<file path="config.mk">
export PLATFORM = sky130hd
export DESIGN_NAME = hpdcache_cmo_front
export DESIGN_NICKNAME = d
export VERILOG_FILES = /design/src/rtl/hpdcache_cmo_front.sv
export SDC_FILE = /design/constraint.sdc
export NUM_CORES = 1
export LEC_CHECK = 0
export CAP_MARGIN = 20
export CORE_ASPECT_RATIO = 0.7
export CORE_UTILIZATION = 37
export CTS_BUF_LIST = sky130_fd_sc_hd__clkbuf_4 sky130_fd_sc_hd__clkbuf_8
export CTS_CLUSTER_SIZE = 24
export DETAILED_ROUTE_END_ITERATION = 7
export PLACE_DENSITY = 0.86
export SETUP_SLACK_MARGIN = 0.3
export SLEW_MARGIN = 30
export SYNTH_ARGS = -nofsm -noshare
export SYNTH_HDL_FRONTEND = slang
export SYNTH_SLANG_ARGS = --single-unit
export TNS_END_PERCENT = 10
</file>
<file path="constraint.sdc">
create_clock -name clk_i -period 2.33 [get_ports clk_i]
set_input_delay 0.466 -clock clk_i [delete_from_list [all_inputs] [get_ports clk_i]]
set_output_delay 0.466 -clock clk_i [all_outputs]
set_load 0.05 [all_outputs]
</file>
<file path="src/rtl/hpdcache_cmo_front.sv">
// +--------------------------------------------------------------------------+
// | hpdcache_cmo_front : single-outstanding CMO request front-end (rev 1.0)  |
// +--------------------------------------------------------------------------+
`default_nettype none

module hpdcache_cmo_front #(
  parameter int ADDR_W = 49,
  parameter int WORD_W = 64,
  parameter int ID_W   = 8
) (
  input  logic              clk_i,
  input  logic              rst_ni,

  input  logic              core_req_valid_i,
  output logic              core_req_ready_o,
  input  logic [2:0]        core_req_op_i,
  input  logic [ADDR_W-1:0] core_req_addr_i,
  input  logic [WORD_W-1:0] core_req_wdata_i,
  input  logic [ID_W-1:0]   core_req_sid_i,
  input  logic [ID_W-1:0]   core_req_tid_i,
  input  logic              core_req_need_rsp_i,

  output logic              cmoh_req_valid_o,
  input  logic              cmoh_req_ready_i,
  output logic [3:0]        cmoh_req_op_o,
  output logic [ADDR_W-1:0] cmoh_req_addr_o,
  output logic [WORD_W-1:0] cmoh_req_wdata_o,

  output logic              core_rsp_valid_o,
  input  logic              core_rsp_ready_i,
  output logic [ID_W-1:0]   core_rsp_sid_o,
  output logic [ID_W-1:0]   core_rsp_tid_o,
  output logic              core_rsp_error_o
);

  typedef enum logic [1:0] {
    IDLE  = 2'd0,
    ISSUE = 2'd1,
    WAIT  = 2'd2,
    RSP   = 2'd3
  } state_e;

  state_e            state_q, state_d;
  logic [3:0]        op_q, op_dec;
  logic              need_rsp_q, error_q;
  logic [ADDR_W-1:0] addr_q;
  logic [WORD_W-1:0] wdata_q;
  logic [ID_W-1:0]   sid_q, tid_q;
  logic              accept, illegal;

  // Illegal encodings decode to all-zero so they can never reach the handler.
  always_comb begin
    op_dec = 4'b0000;
    case (core_req_op_i)
      3'd0:    op_dec = 4'b0001;
      3'd1:    op_dec = 4'b0010;
      3'd2:    op_dec = 4'b0100;
      3'd3:    op_dec = 4'b1000;
      default: op_dec = 4'b0000;
    endcase
  end

  assign illegal = core_req_op_i[2];
  assign accept  = core_req_valid_i && core_req_ready_o;

  always_comb begin
    state_d = state_q;
    case (state_q)
      IDLE: begin
        if (accept) begin
          if (!illegal)                 state_d = ISSUE;
          else if (core_req_need_rsp_i) state_d = RSP;
          else                          state_d = IDLE;
        end
      end
      ISSUE: if (cmoh_req_ready_i) state_d = WAIT;
      WAIT: begin
        if (cmoh_req_ready_i) state_d = need_rsp_q ? RSP : IDLE;
      end
      RSP:   if (core_rsp_ready_i) state_d = IDLE;
      default: state_d = IDLE;
    endcase
  end

  always_ff @(posedge clk_i) begin
    if (!rst_ni) begin
      state_q    <= IDLE;
      op_q       <= 4'b0000;
      need_rsp_q <= 1'b0;
      error_q    <= 1'b0;
    end else begin
      state_q <= state_d;
      if (accept) begin
        op_q       <= op_dec;
        need_rsp_q <= core_req_need_rsp_i;
        error_q    <= illegal;
      end
    end
  end

  always_ff @(posedge clk_i) begin
    if (accept) begin
      addr_q  <= core_req_addr_i;
      wdata_q <= core_req_wdata_i;
      sid_q   <= core_req_sid_i;
      tid_q   <= core_req_tid_i;
    end
  end

  assign core_req_ready_o = (state_q == IDLE);
  assign cmoh_req_valid_o = (state_q == ISSUE);
  assign cmoh_req_op_o    = (state_q == ISSUE) ? op_q : 4'b0000;
  assign cmoh_req_addr_o  = addr_q;
  assign cmoh_req_wdata_o = wdata_q;
  assign core_rsp_valid_o = (state_q == RSP);
  assign core_rsp_sid_o   = sid_q;
  assign core_rsp_tid_o   = tid_q;
  assign core_rsp_error_o = error_q;

endmodule

`default_nettype wire
</file>
==> run_results.csv <==
group,metric,value,unit
status,outcome,"finished, final reports clean",
routing,wirelength,11700,um
sta,final.setup_skew,0.00796,ns
global_route,gr-usage-met3,0.0803,
cells_and_area,area_delta_synth_final,80.1,%
placed_design,post-place-ws,0.0888,ns
logic_synthesis,yosys_most_used_dff,"edfxtp_1",
sta,max_slew_margin,0.632,
sta,layout_min_cycle_time,2.06,ns
min_path,holdCritStartpoint,"core_rsp_error_o",
sta,max_freq,0.485,GHz
sta,grt_setup_unrepaired,"yes",
setup_path,worstReg2RegEnd,"op_q[3]",
logic_synthesis,ys_types,20,
sta,finalHoldViolations,0,
routing,first_iter_violations,85,
logic_synthesis,synth-async-reset-ratio,0,
logic_synthesis,synth_edf_count,129,
logic_synthesis,yosys_warnings,0,
floorplan,io-pin-count,275,
routing,drt_pre_antenna_iters,4,
sta,maxSlewViolCount,0,
global_route,overflow,0,
setup_path,critPathTopFamily,"buffers and inverters",
sta,tightest_slew,0.551,ns
logic_synthesis,synth_top_area_frac,0.898,
clock_tree,clk_path_buf_depth,2,
logic_synthesis,synth.most_common_cell,"edfxtp_1",
logic_synthesis,synth_area_leader_cell,"edfxtp_1",
global_route,grtUsageTotal,0.194,
logic_synthesis,synth-seq-area-share,0.935,
placed_design,numPortBuffers,274,
setup_path,r2r_setup_slack,0.62,ns
flow_run,cap_violations,0,
cells_and_area,nNetsFinal,622,
floorplan,num_rows,32,
placed_design,hpwlAfterDp,8920,um
clock_tree,path_clk_slew,0.08,ns
clock_tree,clkSinkCount,137,
setup_path,start_kind,"flip-flop",
global_route,top_usage_layer,"met2",
cells_and_area,regArea,4030,sq um
logic_synthesis,syn_nets,319,
floorplan,core_area,11200,sq um
logic_synthesis,postSynthCellCount,181,
cells_and_area,fillers,734,
setup_path,cp_data_required_time,1.86,ns
setup_path,reg2reg_from,"state_q[1]",
sta,tns,0,ns
cells_and_area,multiInputGateArea,238,sq um
global_route,gr-usage-met1,0.198,
sta,report.final.setup_viol,0,
global_route,grt_pass1_wl,16400,um
setup_path,crit_path_top_delay_cell,"clkdlybuf4s50_1",
global_route,antenna_found_initial,0,
cells_and_area,diodes,0,
power,peakVddDrop,0.000456,V
global_route,grt_max_degree,32,
clock_tree,clk_latency,0.43,ns
setup_path,crit_start,"cmoh_req_wdata_o[40]",
sta,layout_worst_path_cycle_share,0.886,
min_path,hold_depth,2,
setup_path,path_class,"reg -> out",
sta,setup_ws,0.266,ns
setup_path,end_kind,"primary output",
logic_synthesis,netlist_area,4320,sq um
setup_path,cp_max_fo,1,
power,power.density,861,nW/um^2
global_route,grt_pass1_vias,2943,
setup_path,path_cells,"clkdlybuf4s50_1",
routing,ant_nets,0,
setup_path,cpPeakStageDelay,0.83,ns
floorplan,design.die.area,12100,sq um
sta,holdWs,0.462,ns
logic_synthesis,synth_area_leaders,"edfxtp_1 90%, dfxtp_1 3.7%, a21boi_1 1.0%, and2_1 0.72%, nand2_1 0.70%",
logic_synthesis,synth-seq-cells,137,
routing,wl_per_cell,18.0,um
clock_tree,htree_levels,4,
floorplan,die_w,131,um
power,finalPower,6.69,mW
clock_tree,tritoncts,"yes",
placed_design,gp_congestion,0.800,
logic_synthesis,avgSynthCellArea,23.8,sq um
min_path,worstHoldEndpoint,"core_rsp_error_o",
cells_and_area,drive_above_1_share,0.113,
setup_path,cp_num_buf_inv,1,
logic_synthesis,synth_common_cells,"129 x edfxtp_1, 8 x dfxtp_1, 8 x nand2_1, 6 x a21boi_1, 5 x and2_1",
floorplan,die_h,92.4,um
clock_tree,cts-hold-fix-buffers,0,
clock_tree,cts_root_buf,"clkbuf_8",
routing,drc,0,
setup_path,cp_data_arrival_time,1.60,ns
clock_tree,cts_buffers,17,
power,p_leak,2.86,nW
min_path,min_path_type,"reg -> reg",
routing,routed_via_density,4.35,
floorplan,initial_core_util,0.386,
routing,vias,2830,
setup_path,r2r_cells,5,
global_route,grtUsageMet2,0.354,
registers in the layout, summed over array words and instances (netlist names):
name / flops
core_rsp_sid_o: 8
state_q: 2
op_q: 4
cmoh_req_wdata_o: 64
core_rsp_error_o: 1
need_rsp_q: 1
cmoh_req_addr_o: 49
core_rsp_tid_o: 8
routing by layer:
metal  vias to the layer above  share of wire
li1                       1318              -
met1                      1357           0.34
met2                       144           0.55
met3                        11          0.093
met4                         0          0.011
met5                         -              0
worst max-delay path by stage:
stage / end / slack, ns / cells past startpoint
floorplan: cmoh_req_op_o[0] / 0.42 / 3
global placement: core_rsp_sid_o[7] / 0.16 / 4
detailed placement: op_q[3] / 0.09 / 6
CTS: cmoh_req_valid_o / 0.17 / 2
global route: cmoh_req_wdata_o[40] / 0.21 / 1
finish: cmoh_req_wdata_o[40] / 0.27 / 1
report_power, final:
part	leakage [nW]	internal, mW	switching (mW)	total [mW]
Combinational	1.38	0.650	1.13	1.78
Clock	0.196	0.883	0.946	1.83
Sequential	1.29	3.00	0.0787	3.08
Total	2.86	4.54	2.15	6.69
worst register-to-register path, delay by kind of cell, from the launching register on:
family                 cells  cell delay [ns]
buffers and inverters      2             0.43
DFF                        1             0.39
AOI/OAI and AO/OA          1             0.16
and+or+nand+nor            2             0.66
per-stage QoR:
stage / cell area [sq um] / cells / utilization
after floorplan: 4320 / 181 / -
after global placement: 7380 / 618 / 0.661
after detailed placement: 7380 / 618 / 0.661
after CTS: 7750 / 650 / 0.694
after global routing: 7770 / 650 / 0.696
final: 7770 / 650 / 0.696
cell families after synthesis:
family	after synthesis	share of synthesized area
AOI/OAI and AO/OA	14	0.0212
DFF	137	0.935
and+or+nand+nor	23	0.0281
muxes	2	0.00522
buffers and inverters	5	0.0107
placed cells by master, fill, tap and decap left out, types with 2 or more instances in the layout:
| master | netlist | routed |
|---|---|---|
| dlymetal6s2s_1 | 0 | 11 |
| inv_6 | 0 | 5 |
| clkinv_2 | 0 | 3 |
| nand3_1 | 2 | 2 |
| dlygate4sd2_1 | 0 | 11 |
| inv_1 | 2 | 2 |
| clkinv_4 | 0 | 2 |
| nand2_1 | 8 | 8 |
| nand4_1 | 2 | 2 |
| a21boi_1 | 6 | 6 |
| dfxtp_1 | 8 | 8 |
| edfxtp_1 | 129 | 129 |
| buf_12 | 0 | 6 |
| mux2_2 | 2 | 2 |
| o21ai_0 | 3 | 3 |
| clkdlybuf4s50_1 | 0 | 246 |
| clkbuf_8 | 0 | 17 |
| nor2_1 | 2 | 2 |
| and2_1 | 5 | 5 |
| a21oi_1 | 3 | 3 |
| inv_8 | 0 | 2 |
| buf_4 | 0 | 10 |
repair_timing:
action | CTS | global route
resized for setup | 15 | 13
setup buffers | 0 | 0
endpoints found under the setup margin | 133 | 126
layout make-up:
| class | instances | area share |
|---|---|---|
| Sequential cell | 137 | 0.519 |
| Timing Repair Buffer | 286 | 0.374 |
| Clock buffer | 18 | 0.0311 |
| Multi-Input combinational cell | 39 | 0.0306 |
| Tap cell | 153 | 0.0246 |
| Clock inverter | 14 | 0.0175 |
| Inverter | 3 | 0.00306 |
(Power assumes the default switching activity.)
